## src/rtl/pipe_stage_buf.sv

```systemverilog
`default_nettype none
// +----------------------------------------------------------------------------
// | pipe_stage_buf : two-entry (main + skid) pipeline buffer with flush, hold,
// |                  occupancy and saturating stall counter.   Rev 1.0
// +----------------------------------------------------------------------------
module pipe_stage_buf #(
    parameter int DATA_W = 128,
    parameter int CTRL_W = 24,
    parameter int CNT_W  = 16
) (
    input  logic              clk,
    input  logic              reset,
    input  logic              flush,
    input  logic              hold,
    input  logic              in_valid,
    output logic              in_ready,
    input  logic [CTRL_W-1:0] in_ctrl,
    input  logic [DATA_W-1:0] in_data,
    output logic              out_valid,
    input  logic              out_ready,
    output logic [CTRL_W-1:0] out_ctrl,
    output logic [DATA_W-1:0] out_data,
    output logic [1:0]        occupancy,
    output logic [CNT_W-1:0]  stall_cnt
);

    typedef enum logic [1:0] {
        EMPTY = 2'd0,
        ONE   = 2'd1,
        FULL  = 2'd2
    } state_t;

    localparam logic [CNT_W-1:0] CNT_MAX = '1;

    state_t            state;
    logic [CTRL_W-1:0] main_ctrl;
    logic [DATA_W-1:0] main_data;
    logic [CTRL_W-1:0] skid_ctrl;
    logic [DATA_W-1:0] skid_data;
    logic              enq;
    logic              deq;

    // Handshakes depend only on state and hold, never on the opposite side.
    assign in_ready  = !hold && (state != FULL);
    assign out_valid = !hold && (state != EMPTY);
    assign out_ctrl  = out_valid ? main_ctrl : '0;
    assign out_data  = main_data;
    assign enq       = in_valid && in_ready;
    assign deq       = out_valid && out_ready;
    assign occupancy = (state == FULL) ? 2'd2 : ((state == ONE) ? 2'd1 : 2'd0);

    always_ff @(posedge clk or posedge reset) begin
        if (reset) begin
            state     <= EMPTY;
            main_ctrl <= '0;
            main_data <= '0;
            skid_ctrl <= '0;
            skid_data <= '0;
        end else if (flush) begin
            state     <= EMPTY;
            main_ctrl <= '0;
            main_data <= '0;
            skid_ctrl <= '0;
            skid_data <= '0;
        end else begin
            // hold forces enq and deq low, so no explicit freeze branch is needed
            case (state)
                EMPTY: begin
                    if (enq) begin
                        main_ctrl <= in_ctrl;
                        main_data <= in_data;
                        state     <= ONE;
                    end
                end
                ONE: begin
                    if (enq && deq) begin
                        main_ctrl <= in_ctrl;
                        main_data <= in_data;
                    end else if (enq) begin
                        skid_ctrl <= in_ctrl;
                        skid_data <= in_data;
                        state     <= FULL;
                    end else if (deq) begin
                        state <= EMPTY;
                    end
                end
                FULL: begin
                    if (deq) begin
                        main_ctrl <= skid_ctrl;
                        main_data <= skid_data;
                        state     <= ONE;
                    end
                end
                default: state <= EMPTY;
            endcase
        end
    end

    // Flush intentionally leaves the stall statistic untouched.
    always_ff @(posedge clk or posedge reset) begin
        if (reset) begin
            stall_cnt <= '0;
        end else if ((state != EMPTY) && !hold && !out_ready && (stall_cnt != CNT_MAX)) begin
            stall_cnt <= stall_cnt + 1'b1;
        end
    end

endmodule
`default_nettype wire

```

## config.mk

```make
export PLATFORM = sky130hd
export DESIGN_NAME = pipe_stage_buf
export DESIGN_NICKNAME = d
export VERILOG_FILES = /design/src/rtl/pipe_stage_buf.sv
export SDC_FILE = /design/constraint.sdc
export NUM_CORES = 1
export LEC_CHECK = 0
export ABC_CLOCK_PERIOD_IN_PS = 11850
export CORE_AREA = 4 4 186 188
export DETAILED_ROUTE_END_ITERATION = 16
export DIE_AREA = 0 0 190 192
export HOLD_SLACK_MARGIN = 0.12
export PLACE_DENSITY = 0.76
export SLEW_MARGIN = 20
export SYNTH_ARGS = -nofsm -noshare
export SYNTH_HDL_FRONTEND = slang
export SYNTH_SLANG_ARGS = --single-unit
```

## constraint.sdc

```tcl
create_clock -name clk -period 11.85 [get_ports clk]
set_input_delay 2.37 -clock clk [delete_from_list [all_inputs] [get_ports clk]]
set_output_delay 2.37 -clock clk [all_outputs]
set_load 0.02 [all_outputs]
```

## Word level (Yosys, flattened, before mapping)

Index checks and enable logic that the tools add are counted.

| storage, ports and cells | value |
|---|---|
| output and inout bits | 172 |
| register bits | 322 |

| operators by class | value |
|---|---|
| add/sub/neg operators | 1 |
| reduce and logical (&&, ||, !) cells | 17 |
| mux-type cells | 26 |
| eq/ne operators | 10 |

Operators with widths:

| kind | count |
|---|---|
| 128-bit two-way mux | 7 |
| 128-bit one-hot mux with 3 select lines | 1 |
| 24-bit two-way mux | 8 |
| 24-bit one-hot mux with 3 select lines | 1 |
| 16-bit by 1-bit adder with 16-bit output, second input constant | 1 |
| 16-bit inequality test, second input constant | 1 |
| 2-bit two-way mux | 7 |
| 3-bit inequality test, second input constant | 3 |
| 4-bit AND reduction | 2 |
| 1-bit logical AND | 7 |
| 2-bit one-hot mux with 3 select lines | 1 |
| 2-bit nonzero test | 3 |
| 2-bit inequality test, second input constant | 2 |
| 4-bit inequality test, second input constant | 1 |
| 4-bit nonzero test | 1 |
| 3-bit by 2-bit inequality test with 1-bit output, second input constant | 1 |
| 3-bit AND reduction | 1 |
| 2-bit by 1-bit == test with 1-bit output, second input constant | 1 |
| 2-bit == test, second input constant | 1 |
| 1-bit zero test | 2 |
| 2-bit zero test | 1 |
| 1-bit two-way mux | 1 |

## Longest topological paths before layout

| depth | value |
|---|---|
| word-level depth | 8 |
| depth in mapped cells | 8 |

## Least setup slack after synthesis

OpenSTA, ideal clock, no wires.

| timing | value |
|---|---|
| kind | input port to output port |
| start point | input hold |
| end point | output out_ctrl[14] |
| buffers on the path | 2 |
| arrival | 3404 ps |
| slack | 6076 ps |
| required time | 9480 ps |
| cell stages on the path | 4 |
| cell sequence | clkbuf_1 -> nor2_1 -> clkbuf_1 -> and2_1 |

| on the way | value |
|---|---|
| longest elaborated chain between the ends | 3 |

Ends and longest elaborated chain:

| element | RTL line | source |
|---|---|---|
| from (decl) | 14 | `input logic hold,` |
| 1-bit zero test | 45 | `assign out_valid = !hold && (state != EMPTY);` |
| 1-bit logical AND | 45 |  |
| named net out_valid | 19 | `output logic out_valid,` |
| 24-bit two-way mux | 46 | `assign out_ctrl = out_valid ? main_ctrl : '0;` |
| to (decl) | 21 | `output logic [CTRL_W-1:0] out_ctrl,` |

The timed path passes the listed nets, and every way through them passes these cells.

## Worst setup path after layout

| timing | value |
|---|---|
| start point | input hold |
| end point | output out_ctrl[8] |

| on the way | value |
|---|---|
| longest elaborated chain between the ends | 3 |

Ends and longest elaborated chain:

| element | RTL line |
|---|---|
| 1-bit zero test | 45 |
| 1-bit logical AND | 45 |
| 24-bit two-way mux | 46 |

Every way passes these cells.

==> results.ini <==
[global_route]
first_global_vias = 12300
grt_first_pass_wirelength_um = 67600
grt_antenna_before_repair = 3
grt.total_usage_pct = 22.4
grt_remaining_overflow = 0
grt_max_degree = 137

[power]
cellPowerDensity_nw_per_um2 = 138
power.sequential.fraction_pct = 43.8
p_comb_share_pct = 13.9
power_mw = 2.69
internal_power_mw = 2.00
power.static_leakage_nw = 7.48
worst_ir_drop_vdd_mv = 0.0930
switching_share_pct = 25.7
clkPwrFrac_pct = 42.3
p_sw_mw = 0.692

[yosys]
synthesis.area_um2 = 14900
synth_nets = 1649
synth_edf_count = 0
yosysWarnings = 0
postSynthCellCount = 1490
yosysSeqAreaShare_pct = 54.0
asyncSetResetFlopFracSynth_pct = 100
syn_avg_cell_area_um2 = 10.0
yosys_most_used_dff = sky130_fd_sc_hd__dfrtp_1
postSynthRegisterBits = 322
synth.distinct_cells = 37

[drt]
finalWirelength_um = 42300
drtIter0Drc = 898
avgViaCountPerCell = 5.70
post-route-drc-count = 0
wl_per_cell_um = 19.3
detailroute.via_count = 12500
antenna_violating_nets_post_route = 0
dr.pass1.iters = 5

[worst_setup_path]
critical_path_class = input port to output port
worst_setup_path_end_kind = output port
rr_startpoint = state[1]
worstSetupStartpoint = hold
setup.worst_path.start_class = input port
wp_data_arrival_ns = 4.62
critical_path_required_ns = 9.48
worst-path-max-fanout = 21

[layout]
stdcell_area_um2 = 19500
fin_cells = 2195
layout.cells.most_common = sky130_fd_sc_hd__clkdlybuf4s50_1
fin_nets = 1877
layout-drive-gt1-share_pct = 4.81
commonest_cells_after_routing_fill_and_taps_aside = sky130_fd_sc_hd__clkdlybuf4s50_1, sky130_fd_sc_hd__dfrtp_1, sky130_fd_sc_hd__nand2_1, sky130_fd_sc_hd__a21oi_1, sky130_fd_sc_hd__mux2i_1
layout-area-overhead-vs-synth_pct = 30.5

[cts]
cts.sinks = 322
number_of_hold_buffers_added_after_cts = 0
post_cts.repair.setup_buffers = 0
clk_root_buffer_cell = sky130_fd_sc_hd__clkbuf_16
cts-buffers-inserted = 36
ctsResizeCount = 0
number_of_levels_in_the_clock_h_tree = 2
clk_latency_ns = 0.52
cts_tree = done
clkTransAtPathRegs_ns = 0.06
ctsLongestPathBuffers = 3

[placement]
post-dp-hpwl_um = 26000
numPlacedInstances = 2128
finalWeightedCongestion = 0.802
port-buffer-count = 329
pre_cts_ws_ns = 4.81
place_area_um2 = 18300

[timing]
timing.final.crit_period_ns = 6.99
worst_slack_setup_final_ns = 4.86
grt_setup_unrepaired = no
worstMarginPinSlew_ns = 1.08
setup_viol = 0
min_period_over_period_pct = 59.0
max_clock_freq_mhz = 143
maxSlewHeadroom_pct = 28.0
hold_viol_final = 0
fin_setup_tns_ns = 0
maxSlewViolCount = 0
clock_skew_ns = 0.0171

[floorplanning]
die_area_um2 = 36500
die_width_um = 190
ios = 330
core_area_um2 = 33100
rows = 67
start_util_pct = 45.1
die_height_um = 192

[run_status]
run_status = finished clean

[flow_run]
drv_cap = 0

[hold_path]
min-delay-start = stall_cnt[15]
hold_path.class = flop to flop

[metal layers]
| layer | part of all wire (%) | up-vias | track usage, % |
|---|---|---|---|
| li1 | - | 5832 | - |
| met1 | 42 | 6214 | 30.9 |
| met2 | 48 | 392 | 35.5 |
| met3 | 7.4 | 73 | 5.69 |
| met4 | 2.5 | 4 | 6.29 |
| met5 | 0.050 | - | 0 |
[worst paths after layout]
path	slack, ns	end	cells after the start
max	4.86	out_ctrl[8]	5
min in group asynchronous	2.48	out_data[65]	2
max reg2reg	6.79	out_data[38]	7
min	0.51	stall_cnt[15]	1
max in group asynchronous	7.89	out_data[13]	3
min reg2reg	0.51	stall_cnt[15]	1
[through the flow]
| step | utilization, % | hold WS [ns] |
|---|---|---|
| after floorplan | - | 0.501 |
| after global placement | 55.1 | 0.491 |
| after detailed placement | 55.1 | 0.489 |
| after CTS | 58.8 | 0.509 |
| after global routing | 58.8 | 0.537 |
| final | 58.8 | 0.506 |
[cell type report]
class / count / area (um2)
Multi-Input combinational cell: 1006 / 6180
Antenna cell: 1 / 2.50
Timing Repair Buffer: 347 / 3430
Inverter: 5 / 33.8
Tap cell: 448 / 561
Sequential cell: 322 / 8060
Clock inverter: 11 / 140
Clock buffer: 55 / 1070
Fill cell: 2797 / 13600
[cell usage after synthesis, drive strengths merged, types with 3 or more instances]
cell type / count / area [um2]
a21oi: 307 / 1540
nor3: 6 / 30.0
a311oi: 152 / 1330
clkbuf: 86 / 323
dfrtp: 322 / 8060
nand3: 5 / 30.0
and2: 24 / 150
nand2: 310 / 1160
and4: 3 / 26.3
xor2: 13 / 114
mux2i: 153 / 1530
inv: 5 / 18.8
buf: 71 / 387
nor2: 6 / 22.5
nand4: 3 / 18.8
nor4: 5 / 37.5
o21ai: 3 / 15.0
[kinds of logic after synthesis]
| kind of cell | Yosys count | synth area share, % |
|---|---|---|
| adder cells (fa/ha/maj) | 1 | 0.0838 |
| XOR/XNOR | 14 | 0.821 |
| AND/OR/NAND/NOR | 373 | 10.5 |
| flip-flops | 322 | 54.0 |
| multiplexers | 155 | 10.4 |
| buffers and inverters | 162 | 4.88 |
| AO/OA/AOI/OAI | 463 | 19.4 |
[state kept, by name, indices dropped and copies added, names as in the netlist]
register / flops
stall_cnt: 16
main_ctrl: 24
skid_ctrl: 24
out_data: 128
state: 2
skid_data: 128
[worst max-delay path, cell delays in order]
cell                              delay, ns
sky130_fd_sc_hd__clkdlybuf4s50_1       0.61
sky130_fd_sc_hd__nor2_1                0.52
sky130_fd_sc_hd__buf_4                 0.33
sky130_fd_sc_hd__and2_1                0.17
sky130_fd_sc_hd__clkdlybuf4s50_1       0.61
[power by group through the flow]
stage	logic [mW]	clock network, mW	registers, mW
global placement	0.369	0	1.20
floorplan	0.158	0	1.23
detailed placement	0.377	0	1.20
finish	0.375	1.14	1.18
CTS	0.379	1.16	1.18
global route	0.407	1.20	1.18
Power figures use the tool's default switching activity.
